$ cat src/rtl/alu_seq_pkg.sv
// Shared types and constants for the ALU command sequencer: op groups,
// arithmetic sub-ops, FSM state encoding and the effective-B helper.
package alu_seq_pkg;

  localparam int DATA_W = 32;

  localparam logic [1:0] OPG_ARITH = 2'b00;
  localparam logic [1:0] OPG_LOGIC = 2'b01;
  localparam logic [1:0] OPG_SHR   = 2'b10;
  localparam logic [1:0] OPG_SHL   = 2'b11;

  localparam logic [1:0] AOP_PASS = 2'b00;
  localparam logic [1:0] AOP_ADD  = 2'b01;
  localparam logic [1:0] AOP_SUB  = 2'b10;
  localparam logic [1:0] AOP_DEC  = 2'b11;

  typedef enum logic [1:0] {
    IDLE = 2'b00,
    EXEC = 2'b01,
    RESP = 2'b10
  } state_t;

  // Second operand the ALU adds for each arithmetic sub-op.
  function automatic logic [DATA_W-1:0] opb_eff(input logic [1:0] sub,
                                                input logic [DATA_W-1:0] b);
    case (sub)
      AOP_PASS: return '0;
      AOP_ADD:  return b;
      AOP_SUB:  return ~b;
      default:  return '1;
    endcase
  endfunction

endpackage

$ cat src/rtl/alu_seq_flags.sv
// Zero and signed-overflow flags for the value being captured.
// Overflow logic exists only when ALU_CMD_SEQ_OVF_EN is defined.
module alu_seq_flags
  import alu_seq_pkg::*;
(
  input  logic [DATA_W-1:0] alu_a,
  input  logic [DATA_W-1:0] alu_b,
  input  logic [3:0]        alu_s,
  input  logic [DATA_W-1:0] alu_f,
  input  logic [DATA_W-1:0] res,
  output logic              zero,
  output logic              ovf
);

  assign zero = (res == '0);

`ifdef ALU_CMD_SEQ_OVF_EN
  logic [DATA_W-1:0] opb;

  assign opb = opb_eff(alu_s[1:0], alu_b);
  assign ovf = (alu_s[3:2] == OPG_ARITH) &&
               (alu_a[DATA_W-1] == opb[DATA_W-1]) &&
               (alu_f[DATA_W-1] != alu_a[DATA_W-1]);
`else
  logic unused_ovf_in;

  assign unused_ovf_in = ^{alu_a, alu_b, alu_s, alu_f};
  assign ovf = 1'b0;
`endif

endmodule

$ cat src/rtl/alu_cmd_sequencer.sv
// Handshaked multi-cycle front end for the external combinational ALU;
// shifts run as repeated 1-bit passes. Optional overflow: ALU_CMD_SEQ_OVF_EN.
module alu_cmd_sequencer
  import alu_seq_pkg::*;
#(
  parameter int SHAMT_W = 5
) (
  input  logic               clk,
  input  logic               rst,
  input  logic               cmd_valid,
  output logic               cmd_ready,
  input  logic [3:0]         cmd_op,
  input  logic [31:0]        cmd_a,
  input  logic [31:0]        cmd_b,
  input  logic               cmd_cin,
  input  logic               cmd_dl,
  input  logic               cmd_dr,
  input  logic [SHAMT_W-1:0] cmd_shamt,
  output logic [31:0]        alu_a,
  output logic [31:0]        alu_b,
  output logic               alu_cin,
  output logic               alu_dl,
  output logic               alu_dr,
  output logic [3:0]         alu_s,
  input  logic [31:0]        alu_f,
  input  logic               alu_cout,
  output logic               rsp_valid,
  input  logic               rsp_ready,
  output logic [31:0]        rsp_f,
  output logic               rsp_cout,
  output logic               rsp_zero,
  output logic               rsp_ovf
);

  state_t             state, state_nxt;
  logic [SHAMT_W-1:0] cnt;
  logic [1:0]         grp;
  logic               is_shift;
  logic               accept;
  logic               done;
  logic [31:0]        cap_f;
  logic               zero;
  logic               ovf;

  assign grp      = alu_s[3:2];
  assign is_shift = (grp == OPG_SHR) || (grp == OPG_SHL);
  assign accept   = cmd_valid && cmd_ready;
  // Shift-by-0 and the last shift pass both finish this cycle.
  assign done     = (state == EXEC) && (!is_shift || cnt <= SHAMT_W'(1));
  assign cap_f    = (is_shift && cnt == '0) ? alu_a : alu_f;

  alu_seq_flags u_flags (
    .alu_a (alu_a),
    .alu_b (alu_b),
    .alu_s (alu_s),
    .alu_f (alu_f),
    .res   (cap_f),
    .zero  (zero),
    .ovf   (ovf)
  );

  always_ff @(posedge clk or posedge rst) begin
    if (rst) state <= IDLE;
    else     state <= state_nxt;
  end

  always_comb begin
    state_nxt = state;
    case (state)
      IDLE:    if (accept)    state_nxt = EXEC;
      EXEC:    if (done)      state_nxt = RESP;
      RESP:    if (rsp_ready) state_nxt = IDLE;
      default:                state_nxt = IDLE;
    endcase
  end

  always_comb begin
    cmd_ready = (state == IDLE) && !rst;
    rsp_valid = (state == RESP);
  end

  always_ff @(posedge clk or posedge rst) begin
    if (rst) begin
      alu_a    <= '0;
      alu_b    <= '0;
      alu_cin  <= 1'b0;
      alu_dl   <= 1'b0;
      alu_dr   <= 1'b0;
      alu_s    <= '0;
      cnt      <= '0;
      rsp_f    <= '0;
      rsp_cout <= 1'b0;
      rsp_zero <= 1'b0;
      rsp_ovf  <= 1'b0;
    end else begin
      case (state)
        IDLE: begin
          if (accept) begin
            alu_a   <= cmd_a;
            alu_b   <= cmd_b;
            alu_cin <= cmd_cin;
            alu_dl  <= cmd_dl;
            alu_dr  <= cmd_dr;
            alu_s   <= cmd_op;
            cnt     <= cmd_shamt;
          end
        end
        EXEC: begin
          if (is_shift && cnt != '0) begin
            alu_a <= alu_f;
            cnt   <= cnt - SHAMT_W'(1);
          end
          if (done) begin
            rsp_f    <= cap_f;
            rsp_cout <= (grp == OPG_ARITH) && alu_cout;
            rsp_zero <= zero;
            rsp_ovf  <= ovf;
          end
        end
        default: ;
      endcase
    end
  end

endmodule

$ cat config.mk
export PLATFORM = sky130hd
export DESIGN_NAME = alu_cmd_sequencer
export DESIGN_NICKNAME = d
export VERILOG_FILES = /design/src/rtl/alu_seq_pkg.sv /design/src/rtl/alu_seq_flags.sv /design/src/rtl/alu_cmd_sequencer.sv
export SDC_FILE = /design/constraint.sdc
export NUM_CORES = 1
export LEC_CHECK = 0
export CORE_MARGIN = 2
export CORE_UTILIZATION = 41
export CTS_BUF_LIST = sky130_fd_sc_hd__clkbuf_2 sky130_fd_sc_hd__clkbuf_4 sky130_fd_sc_hd__clkbuf_8
export DETAILED_ROUTE_END_ITERATION = 16
export PLACE_DENSITY = 0.81
export SETUP_SLACK_MARGIN = 0.3
export SYNTH_ARGS = -nofsm -noshare
export SYNTH_HDL_FRONTEND = slang
export SYNTH_SLANG_ARGS = --single-unit
$ cat constraint.sdc
create_clock -name clk -period 6.8 [get_ports clk]
set_input_delay 1.02 -clock clk [delete_from_list [all_inputs] [get_ports clk]]
set_output_delay 1.02 -clock clk [all_outputs]
set_load 0.1 [all_outputs]
==> results.toml, run 1 <==
[timing]
rsz0062_at_grt = "no"
post-route-period-util_pct = 56.88
post-route-min-period_ps = 3868
setup_violations = 0
tightest_slew_ps = 1171
slew_headroom_pct = 21.94
timing.setup.tns_ps = 0
max_freq_mhz = 258.5
finClkSkew_ps = 14.74
slew_violations = 0
hold_viol = 0

[detailed_routing]
drc = 0
dr.pass1.iters = 5
wl_per_cell_um = 16.66
drt-vias-per-instance = 5.180
vias = 4341
initialDrtViolationCount = 338
ant_nets = 0
drt-total-wl_um = 13970

[clock_tree]
clk_latency_ps = 370
cts_buffer_depth = 2
cts_setup_buffers = 0
clock_sinks = 112
hold_buffers = 0
ctsHtreeMaxLevel = 3
cts_made_buffers = 9
path_clk_slew_ps = 90
cts-resized-gates = 0
cts-root-buf = "clkbuf_8"
cts_tree = "done"

[floorplanning]
core_um2 = 11960
die-area_um2 = 13140
die_h_um = 114.6
rows = 40
die_x_um = 114.6
io_pins = 221
initial_core_util_pct = 41.95

[place]
detailed_place_hpwl_um = 10040
port-buffer-count = 219
dpl_cell_area_um2 = 7271
place_inst = 822
globalplace.congestion = 0.8026

[global_routing]
antenna_found_initial = 0
grt_max_degree = 73
globalRouteOverflowTotal = 0
grt_pass1_vias = 4532
grt_pass1_wl_um = 22590
grt_usage_pct = 21.92

[hold_path]
worst_hold_path.endpoint = "rsp_f[18]$_DFFE_PP0P_"
hold_depth = 2
hold_start = "rsp_f[18]$_DFFE_PP0P_"
hp-class = "register to register"

[flow_run]
cap_violations = 0

[synthesis]
synth-edff-count = 0
synth_cells = 487
synth_cell_types = 32
synth_area_um2 = 5017
syn_nets = 603
async_reset_ff_share_pct = 100.0
synth-main-ff-cell = "dfrtp_1"
synth-seq-area-share_pct = 55.86
yosys_warnings = 0
syn_area_per_cell_um2 = 10.30
synth.ff_latch_count = 112

[layout]
areaGrowthSynthToFinish_pct = 48.93
post-route-cell-area_um2 = 7472
instances_no_fill = 838
finalNetCount = 802
drive_gt1_share_pct = 9.407
num_antenna_cells = 0

[outcome]
outcome = "finished, final reports clean"

[setup_path]
required_ps = 5780
start_kind = "input port"
reg2regPathDepth = 5
crit_fanout = 2
r2r-start = "state[0]$_DFFE_PP0P_"
arrival_ps = 2850
crit_type = "input port to output port"
worstReg2RegEnd = "cnt[0]$_DFFE_PP0P_"
r2r_slack_ps = 4120
critPathCaptureType = "output port"
[synth_stat cells, drive strengths merged (3+ instances only)]
| cell type | count | area share, % |
|---|---|---|
| dfrtp | 112 | 56 |
| nand2 | 103 | 7.7 |
| nor2 | 42 | 3.1 |
| o21ai | 40 | 4.0 |
| mux2 | 39 | 8.8 |
| a31oi | 35 | 4.4 |
| mux2i | 32 | 6.4 |
| buf | 19 | 2.1 |
| nor4 | 16 | 2.0 |
| clkbuf | 14 | 1.1 |
| a21oi | 6 | 0.60 |
| nor3 | 5 | 0.60 |
| inv | 4 | 0.30 |
| ha | 3 | 0.75 |
| nand2b | 3 | 0.37 |
[sequential cells by signal (all words and copies together) (netlist names)]
signal / count
rsp_zero: 1
state: 2
alu_dl: 1
alu_s: 4
cnt: 5
alu_a: 32
alu_dr: 1
rsp_cout: 1
rsp_f: 32
alu_cin: 1
alu_b: 32
[worst max-delay path by stage]
| stage | depth (start not counted) | slack, ps | to | start |
|---|---|---|---|---|
| finish | 3 | 2930 | cmd_ready | rst |
| global route | 3 | 2820 | cmd_ready | rst |
| CTS | 3 | 2920 | cmd_ready | rst |
| detailed placement | 3 | 2920 | cmd_ready | rst |
| global placement | 3 | 2950 | cmd_ready | rst |
| floorplan | 5 | 2590 | alu_s[3]$_DFFE_PP0P_ | rst |
[cells by family after synthesis]
group / count (synthesis) / share of synthesized area, %
simple gates: 176 / 14.64
flops: 112 / 55.86
compound gates: 87 / 10.10
mux: 71 / 15.14
buf+inv: 37 / 3.441
fa+ha+maj: 3 / 0.7482
other cells: 1 / 0.07474
[critical path: stages]
cell	delay, ps
clkdlybuf4s50_1	460
nor3_1	200
clkdlybuf4s50_1	1170
[final cells by class]
cell class | instances | area (um^2)
multi-input combinational | 338 | 2059
inverter | 4 | 17.52
clock buffer | 9 | 123.9
tap | 147 | 183.9
timing repair buffer | 221 | 2207
fill | 993 | 4489
sequential | 112 | 2803
clock inverter | 7 | 77.57
[per-layer routing]
layer / part of all wire [%] / global-route usage (%)
met5: 0 / 0
met2: 49 / 37.04
met3: 6.6 / 4.023
met1: 42 / 28.07
met4: 2.3 / 8.293
[placed cells by master (no fill, tap or decap), types with 2 or more instances in the layout]
master           instances
clkinv_4                 2
mux2_2                  39
inv_1                    3
nor4_1                  16
nand2b_1                 2
inv_6                    2
a21oi_1                  6
nand4_1                  2
nor2_1                  42
dfrtp_1                112
clkdlybuf4s50_1        219
mux2i_1                 32
o21ai_0                 32
buf_4                    2
nor3_1                   4
a31oi_1                 35
ha_1                     3
nand2_1                103
o21ai_1                  8
clkbuf_8                 9
[through the flow]
step | utilization [%] | setup slack [ps] | hold slack [ps]
6_report | 62.47 | 2932 | 487.1
5_1_grt | 62.47 | 2825 | 518.7
4_1_cts | 62.47 | 2920 | 492.8
3_5_place_dp | 60.78 | 2920 | 469.9
3_3_place_gp | 60.78 | 2951 | 460.8
2_1_floorplan | - | 2590 | 462.0
Power of run 1 is not shown: default switching activity piles up to over one toggle a cycle in this logic, so the estimate is an artifact.
==> run 2, diff against run 1 <==
--- a/config.mk
+++ b/config.mk
@@ -6,10 +6,10 @@
 export NUM_CORES = 1
 export LEC_CHECK = 0
 export CORE_MARGIN = 2
-export CORE_UTILIZATION = 41
+export CORE_UTILIZATION = 39
 export CTS_BUF_LIST = sky130_fd_sc_hd__clkbuf_2 sky130_fd_sc_hd__clkbuf_4 sky130_fd_sc_hd__clkbuf_8
 export DETAILED_ROUTE_END_ITERATION = 16
-export PLACE_DENSITY = 0.81
+export PLACE_DENSITY = 0.8
 export SETUP_SLACK_MARGIN = 0.3
 export SYNTH_ARGS = -nofsm -noshare
 export SYNTH_HDL_FRONTEND = slang
==> constraint.sdc (replaced) <==
create_clock -name clk -period 3.2 [get_ports clk]
set_input_delay 0.48 -clock clk [delete_from_list [all_inputs] [get_ports clk]]
set_output_delay 0.48 -clock clk [all_outputs]
set_load 0.1 [all_outputs]
==> run 2 against run 1 <==
Against the previous run: register-to-register slack worse by 3200 ps; final cell count grew 3.5%; critical path depth down 2; wire length up 1.9%; critical endpoint is now rsp_f[19]; highest routed layer unchanged.
==> results.toml, run 2 (synthesis gave the netlist of run 1 again) <==
[detailed_routing]
dr_wl_met3_um = 849
drt-vias-per-instance = 5.051
dr.pass1.iters = 4
drt-total-wl_um = 14240
drc = 0
route.met2.wl_um = 7015
ant_nets = 0
dr.max_layer_used = "met4"
initialDrtViolationCount = 386
wl_per_cell_um = 16.42
wl_met1_um = 5997
vias = 4379

[global_routing]
antenna_found_initial = 0
grt_usage_pct = 20.88
grt_max_degree = 93
globalRouteOverflowTotal = 0
grt_pass1_vias = 4683
grt_pass1_wl_um = 23320

[hold_path]
hold_depth = 2
worst_hold_path.endpoint = "rsp_f[27]$_DFFE_PP0P_"
hold_start = "rsp_f[27]$_DFFE_PP0P_"
hp-class = "register to register"

[timing]
hold_viol = 0
rsz0062_at_grt = "no"
post-route-period-util_pct = 74.39
max_freq_mhz = 420.1
setup_violations = 0
slew_headroom_pct = 33.98
post-route-min-period_ps = 2381
timing.setup.tns_ps = 0
tightest_slew_ps = 987.2
slew_violations = 0
finClkSkew_ps = 5.659

[setup_path]
cpPeakStageDelay_ps = 1160
r2r_slack_ps = 960
r2r-start = "cnt[1]$_DFFE_PP0P_"
critPathCaptureType = "output port"
reg2regPathDepth = 6
worstReg2RegEnd = "rsp_f[15]$_DFFE_PP0P_"
crit_type = "register to output port"
crit_family = "buffers and inverters"
arrival_ps = 1900
crit_chain = "clkdlybuf4s50_1"
required_ps = 2720
slowest_stage = "clkdlybuf4s50_1"
critPathBufInv = 1
crit_fanout = 2
start_kind = "register"

[layout]
areaGrowthSynthToFinish_pct = 48.05
final_common_cell = "clkdlybuf4s50_1"
reg.largest.list = "alu_a x32, alu_b x32, rsp_f x32"
finalNetCount = 809
layout_common_cells = "clkdlybuf4s50_1, dfrtp_1, nand2_1"
drive_gt1_share_pct = 17.41
num_antenna_cells = 0

[clock_tree]
cts_made_buffers = 9
ctsHtreeMaxLevel = 3
cts_tree = "done"
clock_sinks = 112
cts-resized-gates = 0
cts_buffer_depth = 2
cts_setup_buffers = 0
clk_latency_ps = 360
hold_buffers = 0
cts-root-buf = "clkbuf_8"
path_clk_slew_ps = 100

[floorplanning]
die_h_um = 117.4
rows = 41
die_x_um = 117.4
initial_core_util_pct = 39.92
core_um2 = 12570
die-area_um2 = 13790
io_pins = 221

[place]
globalplace.congestion = 0.8782
detailed_place_hpwl_um = 10550
port-buffer-count = 219

[flow_run]
cap_violations = 0

[outcome]
outcome = "finished, final reports clean"
## run 2: layer usage
layer | up-vias | global-route usage [%]
li1 | 2096 | -
met1 | 2071 | 26.25
met2 | 182 | 35.27
met3 | 30 | 3.599
met4 | 0 | 9.488
met5 | - | 0
## run 2: final cells by class
| type | instances | area, um^2 |
|---|---|---|
| fill | 1087 | 5140 |
| sequential | 112 | 2803 |
| timing repair buffer | 228 | 2145 |
| multi-input combinational | 338 | 2064 |
| tap | 172 | 215.2 |
| clock buffer | 10 | 137.6 |
| clock inverter | 3 | 45.04 |
| inverter | 4 | 18.77 |
## run 2: worst max-delay path by stage
stage	startpoint	end	slack, ps	cells after the start
after global placement	rst	alu_a[30]$_DFFE_PP0P_	860	7
after detailed placement	rst	alu_a[26]$_DFFE_PP0P_	790	7
after global routing	cnt[1]$_DFFE_PP0P_	rsp_f[19]$_DFFE_PP0P_	720	6
after CTS	rsp_f[4]$_DFFE_PP0P_	rsp_f[4]	800	1
after floorplan	rst	alu_s[3]$_DFFE_PP0P_	470	5
final	rsp_f[19]$_DFFE_PP0P_	rsp_f[19]	820	1
## run 2: worst register-to-register path: stages, from the launching register on
cell and delay (ps):
dfrtp_1 380, inv_1 100, ha_1 180, o21ai_0 260, a21o_2 680, buf_4 390
o21ai_0 130
## run 2: metrics by stage
| stage | utilization, % | instances | area (um^2) | hold slack [ps] | worst slack [ps] |
|---|---|---|---|---|---|
| 6_report | 59.10 | 867 | 7428 | 487.1 | 819.4 |
| 5_1_grt | 59.10 | 867 | 7428 | 524.4 | 717.9 |
| 4_1_cts | 59.10 | 867 | 7428 | 495.1 | 795.5 |
| 3_5_place_dp | 57.65 | 854 | 7246 | 472.7 | 793.7 |
| 3_3_place_gp | 57.65 | 854 | 7246 | 461.0 | 863.9 |
| 2_1_floorplan | - | 487 | 5026 | 478.1 | 465.4 |
Power of run 2 is left out for the same reason.
==> run 3, diff against run 2 <==
--- a/config.mk
+++ b/config.mk
@@ -6,10 +6,10 @@
 export NUM_CORES = 1
 export LEC_CHECK = 0
 export CORE_MARGIN = 2
-export CORE_UTILIZATION = 39
+export CORE_UTILIZATION = 41
 export CTS_BUF_LIST = sky130_fd_sc_hd__clkbuf_2 sky130_fd_sc_hd__clkbuf_4 sky130_fd_sc_hd__clkbuf_8
 export DETAILED_ROUTE_END_ITERATION = 16
-export PLACE_DENSITY = 0.8
+export PLACE_DENSITY = 0.81
 export SETUP_SLACK_MARGIN = 0.3
 export SYNTH_ARGS = -nofsm -noshare
 export SYNTH_HDL_FRONTEND = slang
==> constraint.sdc (replaced) <==
create_clock -name clk -period 2.29 [get_ports clk]
set_input_delay 0.3435 -clock clk [delete_from_list [all_inputs] [get_ports clk]]
set_output_delay 0.3435 -clock clk [all_outputs]
set_load 0.1 [all_outputs]
==> run 3 against run 2 <==
Against the previous run: cell area fell by 0.51%; sequential share of layout area rose by 0.19 points; utilization rose by 2.7 points; register-to-register slack got worse by 540 ps; worst setup slack got worse by 400 ps; critical path type is now register to register; critical endpoint is now rsp_zero$_DFFE_PP0P_.
==> results.toml, run 3 (synthesis gave the netlist of run 1 again) <==
[layout]
areaGrowthSynthToFinish_pct = 47.31
post-route-cell-area_um2 = 7391
final_common_cell = "buf_4"
num_antenna_cells = 0
drive_gt1_share_pct = 26.56
finalNetCount = 815
reg.largest.list = "alu_a x32, alu_b x32, rsp_f x32"
fill_cells = 981
layout_common_cells = "buf_4, dfrtp_1, clkdlybuf4s50_1"

[place]
globalplace.congestion = 0.8335
dpl_cell_area_um2 = 7204
detailed_place_hpwl_um = 10710
port-buffer-count = 219
dp_slack_ps = 114.5

[timing]
slew_violations = 0
finClkSkew_ps = 13.62
hold_viol = 0
post-route-min-period_ps = 1873
rsz0062_at_grt = "no"
setup_violations = 0
slew_headroom_pct = 55.43
post-route-period-util_pct = 81.77
tightest_slew_ps = 662.4
fin_ws_ps = 417.4
max_freq_mhz = 534.0
timing.setup.tns_ps = 0

[setup_path]
r2r-start = "cnt[2]$_DFFE_PP0P_"
start_kind = "register"
worstReg2RegEnd = "rsp_zero$_DFFE_PP0P_"
crit_type = "register to register"
r2r_slack_ps = 420
reg2regPathDepth = 5
required_ps = 2560
crit_fanout = 48
critPathCaptureType = "register"
arrival_ps = 2140

[outcome]
outcome = "finished, final reports clean"

[clock_tree]
cts_tree = "done"
cts-root-buf = "clkbuf_8"
cts_made_buffers = 9
cts_setup_buffers = 0
clk_latency_ps = 370
cts_buffer_depth = 2
ctsHtreeMaxLevel = 3
path_clk_slew_ps = 100
clock_sinks = 112

[detailed_routing]
ant_nets = 0
initialDrtViolationCount = 310
vias = 4475
wl_per_cell_um = 16.70
drt-vias-per-instance = 5.259
drt-total-wl_um = 14210
drc = 0
dr.pass1.iters = 5

[floorplanning]
die-area_um2 = 13140
io_pins = 221
core_um2 = 11960
die_h_um = 114.6
rows = 40
die_x_um = 114.6
initial_core_util_pct = 41.95

[global_routing]
grt_pass1_wl_um = 22340
grt_usage_pct = 21.72
antenna_found_initial = 0
grt_max_degree = 62
grt_pass1_vias = 4533
globalRouteOverflowTotal = 0

[hold_path]
hold_start = "rsp_f[27]$_DFFE_PP0P_"
worst_hold_path.endpoint = "rsp_f[27]$_DFFE_PP0P_"
hold_depth = 2
hp-class = "register to register"

[flow_run]
cap_violations = 0
==> run 3: changes by cell type in the layout (fill, tap and decap cells not counted), sizes merged <==
cell / before / now
buf: 60 / 122
bufinv: 1 / 0
clkbuf: 10 / 12
clkdlybuf4s50: 168 / 112
clkinv: 0 / 4
clkinvlp: 3 / 1
==> run 3: per-stage QoR <==
step | hold WS, ps | std cells | util, %
final | 491.1 | 851 | 61.79
after floorplan | 451.1 | 487 | -
after global routing | 518.7 | 851 | 61.79
after CTS | 494.0 | 851 | 61.74
after global placement | 463.6 | 835 | 60.23
after detailed placement | 472.1 | 835 | 60.23
==> run 3: cell type report <==
class                   instances  area (um^2)  area share (%)
flip-flops and latches        112         2803           37.92
repair buffers                234         2125           28.75
clock inverters                 4        20.02          0.2709
inverters                       4        18.77          0.2539
multi-input cells             338         2088           28.25
well taps                     147        183.9           2.489
clock buffers                  12        152.6           2.065
==> run 3: layer usage <==
layer	part of all wire (%)	vias up	track usage (%)
met4	1.6	0	7.967
met1	40	2175	27.11
met5	0	-	0
met3	7.5	20	4.288
li1	-	2105	-
met2	51	175	37.36
==> run 3: timing repair <==
action	in CTS	in global routing
resized for setup	1	1
cloned	0	0
hold buffers	0	0
endpoints found under the setup margin	1	4
==> run 3: critical path, stage by stage, from the launching register on <==
cell,delay (ps)
dfrtp_1,470
nor3_4,330
o21ai_0,220
a21o_2,280
buf_12,180
o31ai_1,290
==> run 3: how the worst max path moves through the flow <==
| stage | start | end | slack (ps) | depth (start not counted) |
|---|---|---|---|---|
| finish | cnt[2]$_DFFE_PP0P_ | rsp_zero$_DFFE_PP0P_ | 420 | 5 |
| global route | alu_a[15]$_DFFE_PP0P_ | rsp_zero$_DFFE_PP0P_ | 320 | 5 |
| CTS | cnt[2]$_DFFE_PP0P_ | rsp_zero$_DFFE_PP0P_ | 340 | 5 |
| detailed placement | rst | alu_b[19]$_DFFE_PP0P_ | 110 | 5 |
| global placement | rst | alu_b[18]$_DFFE_PP0P_ | 180 | 5 |
| floorplan | state[1]$_DFFE_PP0P_ | alu_s[3]$_DFFE_PP0P_ | 20 | 5 |
Power of run 3 is left out for the same reason.
